[src/rtl/micro_sequencer_if.sv]
// micro_sequencer_if -- signal bundle between the control unit and the
// next-microaddress generator.
//
//   conditional_wires : condition bus from the status storage stage
//                       (bit0 = 1, bits 2k+1/2k+2 = flag k / ~flag k)
//   seq_op            : sequencing op of the current microinstruction
//   cond_sel          : index into conditional_wires (9..15 read as 0)
//   branch_addr       : JUMP/CALL target
//   dispatch_addr     : opcode-decoded entry address
//   hold              : stall, freezes every piece of sequencer state
//   upc               : registered micro-PC
//   branch_taken      : last update was a taken JUMP or CALL
//   stack_depth       : return-stack occupancy
//   stack_overflow    : sticky, a taken CALL found the stack full
//   stack_underflow   : sticky, a RET found the stack empty
//
// Handshake: there is no valid/ready pair. The sequencer consumes one op on
// every rising edge where hold is low; with hold high the op is ignored and
// all outputs keep their values.
//
// Modports: master = control-unit side driving the op, slave = sequencer.

interface micro_sequencer_if #(
  parameter int UADDR_W     = 8,
  parameter int STACK_DEPTH = 4
);
  localparam int DEPTH_W = $clog2(STACK_DEPTH) + 1;

  logic [8:0]         conditional_wires;
  logic [2:0]         seq_op;
  logic [3:0]         cond_sel;
  logic [UADDR_W-1:0] branch_addr;
  logic [UADDR_W-1:0] dispatch_addr;
  logic               hold;
  logic [UADDR_W-1:0] upc;
  logic               branch_taken;
  logic [DEPTH_W-1:0] stack_depth;
  logic               stack_overflow;
  logic               stack_underflow;

  modport master (
    output conditional_wires, seq_op, cond_sel, branch_addr, dispatch_addr, hold,
    input  upc, branch_taken, stack_depth, stack_overflow, stack_underflow
  );

  modport slave (
    input  conditional_wires, seq_op, cond_sel, branch_addr, dispatch_addr, hold,
    output upc, branch_taken, stack_depth, stack_overflow, stack_underflow
  );
endinterface

[src/rtl/micro_sequencer.sv]
// micro_sequencer -- next-microaddress generator for the multi-cycle CPU
// control unit. Each cycle it selects one condition from the status bus,
// evaluates the sequencing op and registers the next micro-PC. A small
// return-address stack supports microsubroutines.
//
// Ports:
//   clk   : rising-edge clock
//   reset : synchronous, active-high; wins over hold and every op
//   bus   : micro_sequencer_if.slave (op inputs in, micro-PC/status out)
//
// Ops: 000 NEXT, 001 JUMP, 010 CALL, 011 RET, 100 DISPATCH, 101 RESTART,
// 110/111 behave as NEXT.

module micro_sequencer #(
  parameter int                 UADDR_W     = 8,
  parameter int                 STACK_DEPTH = 4,
  parameter logic [UADDR_W-1:0] RESET_ADDR  = '0
) (
  input logic                clk,
  input logic                reset,
  micro_sequencer_if.slave   bus
);

  localparam int PTR_W   = $clog2(STACK_DEPTH);
  localparam int DEPTH_W = PTR_W + 1;

  localparam logic [2:0] OP_NEXT     = 3'b000;
  localparam logic [2:0] OP_JUMP     = 3'b001;
  localparam logic [2:0] OP_CALL     = 3'b010;
  localparam logic [2:0] OP_RET      = 3'b011;
  localparam logic [2:0] OP_DISPATCH = 3'b100;
  localparam logic [2:0] OP_RESTART  = 3'b101;

  logic [UADDR_W-1:0] upc_q;
  logic               branch_taken_q;
  logic [DEPTH_W-1:0] depth_q;
  logic               overflow_q;
  logic               underflow_q;
  logic [UADDR_W-1:0] stack_mem [STACK_DEPTH];

  logic [15:0]        cond_bus;
  logic               cond;
  logic [UADDR_W-1:0] incr;
  logic               stack_full;
  logic               stack_empty;
  logic [PTR_W-1:0]   push_idx;
  logic [PTR_W-1:0]   top_idx;
  logic               push_en;

  // Widening the bus to 16 bits makes cond_sel 9..15 read as 0 without a
  // separate range check.
  assign cond_bus    = {7'b0, bus.conditional_wires};
  assign cond        = cond_bus[bus.cond_sel];
  assign incr        = upc_q + {{(UADDR_W-1){1'b0}}, 1'b1};
  assign stack_full  = (depth_q == DEPTH_W'(STACK_DEPTH));
  assign stack_empty = (depth_q == '0);
  assign push_idx    = depth_q[PTR_W-1:0];
  assign top_idx     = depth_q[PTR_W-1:0] - PTR_W'(1);

  // A taken CALL on a full stack still jumps but must not write an entry.
  assign push_en = !reset && !bus.hold && (bus.seq_op == OP_CALL) && cond && !stack_full;

  // Stack contents are don't-care after reset, so the array carries no reset.
  always_ff @(posedge clk) begin
    if (push_en) begin
      stack_mem[push_idx] <= incr;
    end
  end

  always_ff @(posedge clk) begin
    if (reset) begin
      upc_q          <= RESET_ADDR;
      branch_taken_q <= 1'b0;
      depth_q        <= '0;
      overflow_q     <= 1'b0;
      underflow_q    <= 1'b0;
    end else if (!bus.hold) begin
      branch_taken_q <= 1'b0;
      case (bus.seq_op)
        OP_JUMP: begin
          if (cond) begin
            upc_q          <= bus.branch_addr;
            branch_taken_q <= 1'b1;
          end else begin
            upc_q <= incr;
          end
        end
        OP_CALL: begin
          if (cond) begin
            upc_q          <= bus.branch_addr;
            branch_taken_q <= 1'b1;
            if (stack_full) begin
              overflow_q <= 1'b1;
            end else begin
              depth_q <= depth_q + DEPTH_W'(1);
            end
          end else begin
            upc_q <= incr;
          end
        end
        OP_RET: begin
          if (!stack_empty) begin
            upc_q   <= stack_mem[top_idx];
            depth_q <= depth_q - DEPTH_W'(1);
          end else begin
            upc_q       <= incr;
            underflow_q <= 1'b1;
          end
        end
        OP_DISPATCH: upc_q <= bus.dispatch_addr;
        // Error flags deliberately survive RESTART; only reset clears them.
        OP_RESTART: begin
          upc_q   <= RESET_ADDR;
          depth_q <= '0;
        end
        OP_NEXT:  upc_q <= incr;
        default:  upc_q <= incr;
      endcase
    end
  end

  assign bus.upc             = upc_q;
  assign bus.branch_taken    = branch_taken_q;
  assign bus.stack_depth     = depth_q;
  assign bus.stack_overflow  = overflow_q;
  assign bus.stack_underflow = underflow_q;

endmodule

[src/flat_wrapper.sv]
// flat-port wrapper written by rule: the top's interface ports become plain ports
module micro_sequencer_flat 
#(
  parameter int                 UADDR_W     = 8,
  parameter int                 STACK_DEPTH = 4,
  parameter logic [UADDR_W-1:0] RESET_ADDR  = '0
)
  (clk, reset, bus_conditional_wires, bus_seq_op, bus_cond_sel, bus_branch_addr, bus_dispatch_addr, bus_hold, bus_upc, bus_branch_taken, bus_stack_depth, bus_stack_overflow, bus_stack_underflow);
  micro_sequencer_if #(.UADDR_W(UADDR_W), .STACK_DEPTH(STACK_DEPTH)) bus_i ();
  input logic clk;
  input logic reset;
  input wire logic [$bits(bus_i.conditional_wires)-1:0] bus_conditional_wires;
  input wire logic [$bits(bus_i.seq_op)-1:0] bus_seq_op;
  input wire logic [$bits(bus_i.cond_sel)-1:0] bus_cond_sel;
  input wire logic [$bits(bus_i.branch_addr)-1:0] bus_branch_addr;
  input wire logic [$bits(bus_i.dispatch_addr)-1:0] bus_dispatch_addr;
  input wire logic [$bits(bus_i.hold)-1:0] bus_hold;
  output wire logic [$bits(bus_i.upc)-1:0] bus_upc;
  output wire logic [$bits(bus_i.branch_taken)-1:0] bus_branch_taken;
  output wire logic [$bits(bus_i.stack_depth)-1:0] bus_stack_depth;
  output wire logic [$bits(bus_i.stack_overflow)-1:0] bus_stack_overflow;
  output wire logic [$bits(bus_i.stack_underflow)-1:0] bus_stack_underflow;
  assign bus_i.conditional_wires = bus_conditional_wires;
  assign bus_i.seq_op = bus_seq_op;
  assign bus_i.cond_sel = bus_cond_sel;
  assign bus_i.branch_addr = bus_branch_addr;
  assign bus_i.dispatch_addr = bus_dispatch_addr;
  assign bus_i.hold = bus_hold;
  assign bus_upc = bus_i.upc;
  assign bus_branch_taken = bus_i.branch_taken;
  assign bus_stack_depth = bus_i.stack_depth;
  assign bus_stack_overflow = bus_i.stack_overflow;
  assign bus_stack_underflow = bus_i.stack_underflow;
  micro_sequencer #(.UADDR_W(UADDR_W), .STACK_DEPTH(STACK_DEPTH), .RESET_ADDR(RESET_ADDR)) u_core (.clk(clk), .reset(reset), .bus(bus_i));
endmodule
[config.mk]
export PLATFORM = sky130hd
export DESIGN_NAME = micro_sequencer_flat
export DESIGN_NICKNAME = d
export VERILOG_FILES = /design/src/rtl/micro_sequencer_if.sv /design/src/rtl/micro_sequencer.sv /design/src/flat_wrapper.sv
export SDC_FILE = /design/constraint.sdc
export NUM_CORES = 1
export LEC_CHECK = 0
export BUFFER_PORTS_ARGS = -buffer_cell sky130_fd_sc_hd__buf_2
export CORE_MARGIN = 5
export CORE_UTILIZATION = 55
export DETAILED_ROUTE_END_ITERATION = 10
export HOLD_SLACK_MARGIN = 0.08
export PLACE_DENSITY_LB_ADDON = 0.1
export SLEW_MARGIN = 25
export SYNTH_ARGS = -nofsm -noshare
export SYNTH_HDL_FRONTEND = slang
export SYNTH_SLANG_ARGS = --single-unit
[constraint.sdc]
create_clock -name clk -period 3.2 [get_ports clk]
set_input_delay 0.48 -clock clk [delete_from_list [all_inputs] [get_ports clk]]
set_output_delay 0.48 -clock clk [all_outputs]
set_load 0.005 [all_outputs]
==> results of run 1 <==
==> worst max-delay path, delay by kind of cell <==
| kind | cells | cell delay, ns |
|---|---|---|
| buffers and inverters | 1 | 0.12 |
| and+or+nand+nor | 5 | 1.57 |
| AOI/OAI and AO/OA | 1 | 0.28 |
==> sequential cells by signal, summed over array words and instances, names as in the netlist <==
name / cells
u_core.bus.branch_taken: 1
u_core.bus.stack_depth: 3
u_core.bus.stack_overflow: 1
u_core.bus.stack_underflow: 1
u_core.bus.upc: 8
u_core.stack_mem: 32
==> worst max path at each step <==
stage / slack (ns) / end
6_report: 0.72 / u_core.stack_mem[0][4]
5_1_grt: 0.60 / u_core.stack_mem[0][0]
3_5_place_dp: 0.43 / u_core.stack_mem[0][7]
4_1_cts: 0.77 / u_core.stack_mem[0][1]
3_3_place_gp: 0.49 / u_core.stack_mem[0][3]
2_1_floorplan: 0.74 / u_core.bus.upc[7]
==> through the flow <==
| stage | instances | area, um2 | setup slack, ns | power, mW |
|---|---|---|---|---|
| floorplan | 240 | 2610 | 0.743 | 0.812 |
| global placement | 331 | 2870 | 0.488 | 0.887 |
| detailed placement | 331 | 2870 | 0.428 | 0.890 |
| CTS | 339 | 2970 | 0.767 | 1.27 |
| global route | 339 | 2970 | 0.601 | 1.33 |
| finish | 339 | 2970 | 0.722 | 1.28 |
==> logic make-up after synthesis <==
group | share of synthesized area, %
compound gates | 17.5
xor+xnor | 2.69
fa+ha+maj | 3.17
buf+inv | 4.17
flops | 47.6
mux | 8.88
simple gates | 16.0
==> per-layer routing <==
| metal | wire length (um) | track usage (%) |
|---|---|---|
| met1 | 2900 | 33.4 |
| met2 | 2820 | 32.2 |
| met3 | 685 | 4.65 |
| met4 | 98 | 6.01 |
| met5 | 0 | 0 |
==> power groups by stage <==
stage          combinational (mW)  clock, mW  sequential (mW)
2_1_floorplan               0.132          0            0.680
3_3_place_gp                0.205          0            0.683
3_5_place_dp                0.207          0            0.683
4_1_cts                     0.207      0.396            0.669
5_1_grt                     0.231      0.426            0.673
6_report                    0.209      0.398            0.670
==> cells in the final DEF, fill, tap and decap left out, drive strengths merged, types with 4 or more instances in the layout <==
master | netlist | routed
mux4 | 8 | 8
nand2b | 4 | 4
ha | 5 | 5
clkbuf | 7 | 5
a21oi | 14 | 14
nor3 | 8 | 8
inv | 13 | 16
nand3 | 7 | 7
nor2 | 14 | 14
buf | 6 | 50
and2 | 6 | 6
a221o | 4 | 4
a211oi | 10 | 10
mux2i | 4 | 4
dfxtp | 14 | 14
o21bai | 5 | 5
nor2b | 8 | 8
edfxtp | 32 | 32
nand3b | 4 | 4
o21ai | 16 | 16
nand2 | 12 | 12
xnor2 | 5 | 5
==> layout make-up <==
cell class / count / share of cell area [%]
Clock buffer: 5 / 2.32
Clock inverter: 3 / 0.886
Inverter: 13 / 1.65
Multi-Input combinational cell: 168 / 42.4
Sequential cell: 46 / 41.9
Tap cell: 54 / 2.28
Timing Repair Buffer: 50 / 8.61
==> impl_metrics.yaml, run 1 <==
cts:
  post_cts_resized: 0
  root_buffer: "clkbuf_8"
  clock_path_buffers: 2
  post_cts_buffers: 0
  cts.clk_slew.worst_paths_ns: 0.10
  postCtsHoldBufs: 0
  cts_tree: "built"
  cts_buffers: 5
  clk_latency_ns: 0.32
  clock_sinks: 46
  h-tree-depth: 2
min_path:
  hold_end: "u_core.bus.stack_overflow"
  worstHoldPathType: "reg2reg"
  whs_path_depth: 2
  min_from: "u_core.bus.stack_overflow"
cells_and_area:
  multi_input_area_um2: 1260
  seq_area_um2: 1240
  area_growth_pct: 13.7
  diodes: 0
  final_util_pct: 63.6
  nets: 325
  fillers: 398
  drive_above_1_share_pct: 26.3
die:
  num_io_pins: 49
  die_w_um: 78.9
  core_um2: 4660
  die_area_um2: 6220
  start_util_pct: 55.9
  row_count: 25
  fp.dieH_um: 78.9
timing:
  hold_ws_ns: 0.462
  slew_headroom_pct: 55.7
  setup_viol: 0
  slew_violations: 0
  max_freq_ghz: 0.404
  min_period_ns: 2.48
  setup_tns_ns: 0
  skew_ns: 0.00261
  worstMarginPinSlew_ns: 0.657
  hold_violations: 0
  rsz0062_at_grt: "false"
  period_share_pct: 77.4
critical_path:
  cp-end-kind: "register"
  reg2reg_to: "u_core.bus.upc[6]"
  arrival_ns: 2.47
  rr_worst_depth: 7
  worst_ep_required_time_ns: 3.19
  crit_chain: "buf_2 > and2_1 > a22o_2 > nor3b_4 > nor2_2 > nor4_1 > and2_1"
  cp_slowest_cell: "nor4_1"
  slowest_delay_ns: 0.54
  crit_fanout: 8
  timing.rr.start: "u_core.bus.upc[0]"
  crit_type: "in2reg"
  crit_path_frequent_cell: "and2_1"
  setup.worst_path.start: "bus_cond_sel[1]"
  startpoint_type: "primary input"
  r2r_slack_ns: 0.87
placed_design:
  place.gp.congestion: 0.827
  io_buffers: 48
  dp_hpwl_um: 4770
yosys:
  synth.avg_cell_area_um2: 10.9
  synthTopCellsByArea: "edfxtp_1, dfxtp_1, mux4_2, o21ai_0, a211oi_1"
  yosys.area.top_type: "edfxtp_1"
  yosysSeqAreaShare_pct: 47.6
  ys_seq_elements: 46
  yosysTopAreaCellShare_pct: 36.9
  yosysMostFrequentCell: "edfxtp_1"
  async_flop_share_pct: 0
  netlist_area_um2: 2610
  synth_fp_nets: 281
  synth_edf_count: 32
  yosysWarnings: 0
  synth_commonest_cells: "edfxtp_1, o21ai_0, dfxtp_1"
  synth_cell_types: 52
  netlist_instances: 240
  ys.flop_type: "edfxtp_1"
grt:
  grt_pass1_wl_um: 10500
  globalRoute.totalOverflow: 0
  grt_max_degree: 24
  antenna_found_initial: 0
  first_global_vias: 1961
  grt.total_usage_pct: 22.1
detailed_routing:
  drc_errors: 0
  drtIter0Drc: 265
  wl_per_cell_um: 19.2
  first_pass_iters: 6
  num_vias: 2139
  ant_nets: 0
  vias_per_cell: 6.31
  drt_wl_total_um: 6500
pwr:
  clkPwrFrac_pct: 31.1
  p_leak_nw: 1.11
  combPwrFrac_pct: 16.4
  intPower_mw: 0.904
  p_per_area_nw_per_um2: 431
  switching_share_pct: 29.2
  sequentialPowerShare_pct: 52.5
  ir_drop_mv: 0.254
  p_sw_mw: 0.373
job:
  maxCapViolCount: 0
run_status:
  status: "finished clean"
(Power assumes the default switching activity.)
==> inputs of run 2 (changes only) <==
--- a/config.mk
+++ b/config.mk
@@ -5,9 +5,10 @@
 export SDC_FILE = /design/constraint.sdc
 export NUM_CORES = 1
 export LEC_CHECK = 0
+export ABC_AREA = 1
 export BUFFER_PORTS_ARGS = -buffer_cell sky130_fd_sc_hd__buf_2
 export CORE_MARGIN = 5
-export CORE_UTILIZATION = 55
+export CORE_UTILIZATION = 50
 export DETAILED_ROUTE_END_ITERATION = 10
 export HOLD_SLACK_MARGIN = 0.08
 export PLACE_DENSITY_LB_ADDON = 0.1
==> constraint.sdc (replaced) <==
create_clock -name clk -period 2.22 [get_ports clk]
set_input_delay 0.333 -clock clk [delete_from_list [all_inputs] [get_ports clk]]
set_output_delay 0.333 -clock clk [all_outputs]
set_load 0.005 [all_outputs]
==> run 2 against run 1 <==
Total power up 48%. Highest routed layer unchanged. Area after synthesis increased by 1.3%. Final cell count grew 38%. Non-clock buffer count rose by 14. Synthesized cell count up 38%. Critical path depth is 4 higher. Wire length grew 4.7%. Sequential power grew 44%.
==> impl_metrics.yaml, run 2 <==
run_status:
  status: "finished clean"
cts:
  clock_path_buffers: 2
  cts_tree: "built"
  cts_buffers: 5
  root_buffer: "clkbuf_8"
  clk_latency_ns: 0.31
  clock_sinks: 46
  h-tree-depth: 2
  cts.clk_slew.worst_paths_ns: 0.10
yosys:
  synth-xor-area-share_pct: 1.33
  yosysMostFrequentCell: "nand2_1"
  synth.avg_cell_area_um2: 7.96
  synth_cell_types: 36
  yosysTopAreaCellShare_pct: 36.4
  yosysSeqAreaShare_pct: 47.0
  ys_seq_elements: 46
  synth_commonest_cells: "nand2_1, inv_1, nor2_1"
  yosys.area_share.simple_pct: 26.6
  synth-compound-area-share_pct: 13.5
  synthTopCellsByArea: "edfxtp_1, nand2_1, dfxtp_1, inv_1, nand3_1"
  muxShareOfSynthArea_pct: 0
  netlist_area_um2: 2640
  synth_edf_count: 32
  async_flop_share_pct: 0
  yosys.area.top_type: "edfxtp_1"
  ys.flop_type: "edfxtp_1"
  synthAdderAreaFrac_pct: 3.13
  synth_top_family_by_area: "simple AND/OR/NAND/NOR gates"
  yosysWarnings: 0
  netlist_instances: 332
  synth_fp_nets: 373
timing:
  worstMarginPinSlew_ns: 0.461
  skew_ns: 0.00885
  slew_violations: 0
  hold_violations: 0
  period_share_pct: 87.7
  min_period_ns: 1.95
  slew_headroom_pct: 69.3
  setup_viol: 0
  setup_tns_ns: 0
  max_freq_ghz: 0.514
grt:
  antenna_found_initial: 0
  grt_pass1_wl_um: 11400
  grt_max_degree: 22
  grt.total_usage_pct: 22.1
  first_global_vias: 2475
  globalRoute.totalOverflow: 0
pwr:
  ir_drop_mv: 0.516
  p_per_area_nw_per_um2: 602
  p_leak_nw: 1.50
die:
  core_um2: 5110
  die_w_um: 82.7
  num_io_pins: 49
  fp.dieH_um: 82.7
  start_util_pct: 51.7
  row_count: 26
  die_area_um2: 6840
critical_path:
  crit_fanout: 6
  endpoint: "u_core.bus.upc[2]"
  crit_type: "reg2reg"
  arrival_ns: 2.15
  cp-end-kind: "register"
  worst_ep_required_time_ns: 2.43
  reg2reg_to: "u_core.bus.upc[2]"
  startpoint_type: "register"
  rr_worst_depth: 11
  timing.rr.start: "u_core.bus.stack_depth[1]"
  r2r_slack_ns: 0.27
  setup.worst_path.start: "u_core.bus.stack_depth[1]"
detailed_routing:
  drc_errors: 0
  drt_wl_total_um: 6800
  num_vias: 2437
  vias_per_cell: 5.22
  wl_per_cell_um: 14.6
  ant_nets: 0
  first_pass_iters: 5
  drtIter0Drc: 160
cells_and_area:
  design_area_um2: 3150
  diodes: 0
  largest_reg_flops: 32
  drive_above_1_share_pct: 23.9
  final_cells: 467
  final_common_cell: "nand2_1"
  area_growth_pct: 19.2
  top_register: "u_core.stack_mem"
  nets: 437
  layout_common_cells: "nand2_1, buf_2, inv_1"
  final_util_pct: 61.7
placed_design:
  placed_area_um2: 3040
  place.gp.congestion: 0.843
  dp_hpwl_um: 5210
  io_buffers: 48
  dp_cells: 457
min_path:
  worstHoldPathType: "in2reg"
job:
  maxCapViolCount: 0
-- run 2: cell count changes in the layout (fill, tap and decap cells not counted), moves of 10 or more --
cell,delta
a211oi_1,-10
buf_4,+14
inv_1,+33
nand2_1,+67
nand3_1,+24
nor2_1,+20
-- run 2: what timing repair did --
action,in CTS,in global routing
setup endpoints to repair,0,1
gates resized for setup,0,2
setup buffers,0,2
hold buffers,0,0
hold endpoints to repair,0,0
-- run 2: worst max-delay path, stage by stage, from the launching register on --
cell        delay, ns
dfxtp_1          0.43
inv_1            0.11
ha_2             0.41
clkinvlp_4       0.15
o211ai_1         0.13
o21ai_0          0.13
o21ai_0          0.17
nand2_1          0.07
nor2_1           0.08
nand2_1          0.06
nand2_1          0.06
a21oi_2          0.05
-- run 2: how the worst min path moves through the flow --
stage | from | end | slack (ns) | cells past startpoint
2_1_floorplan | reset | u_core.bus.stack_depth[0] | 0.40 | 1
3_3_place_gp | u_core.bus.stack_underflow | u_core.bus.stack_underflow | 0.45 | 1
3_5_place_dp | u_core.bus.stack_underflow | u_core.bus.stack_underflow | 0.45 | 1
4_1_cts | reset | u_core.bus.stack_depth[2] | 0.26 | 2
5_1_grt | reset | u_core.bus.stack_depth[0] | 0.27 | 2
6_report | reset | u_core.bus.stack_depth[2] | 0.26 | 2
-- run 2: kinds of logic after synthesis --
logic type	after synthesis
AOI/OAI and AO/OA	60
xor gates and xnor gates	4
adders and majority gates	6
buffers and inverters	56
DFF	46
and+or+nand+nor	160
-- run 2: through the flow --
step	hold slack [ns]	total power [mW]	worst slack, ns
after floorplan	0.405	1.23	0.0740
after global placement	0.446	1.36	0.161
after detailed placement	0.453	1.37	0.163
after CTS	0.262	1.89	0.284
after global routing	0.268	2.00	-0.00352
final	0.264	1.90	0.273
-- run 2: layer usage --
metal,GRT usage (%),up-vias,share of wire [%]
li1,-,1220,-
met1,27.7,1125,42
met2,37.7,82,49
met3,4.88,10,7.4
met4,7.03,0,1.3
met5,0,-,0
-- run 2: area by class of cell --
class                      count  area (um2)
clock buffer                   5        68.8
clock inverter                 3        21.3
fill                         486        1960
inverter                      49         189
multi-input combinational    230        1180
sequential                    46        1240
tap                           70        87.6
timing repair buffer          64         360
-- run 2: power breakdown --
group,total (mW),leakage [nW],switching (mW),internal [mW]
combinational,0.393,1.05,0.241,0.151
sequential,0.965,0.406,0.0225,0.943
clock,0.538,0.0441,0.316,0.222
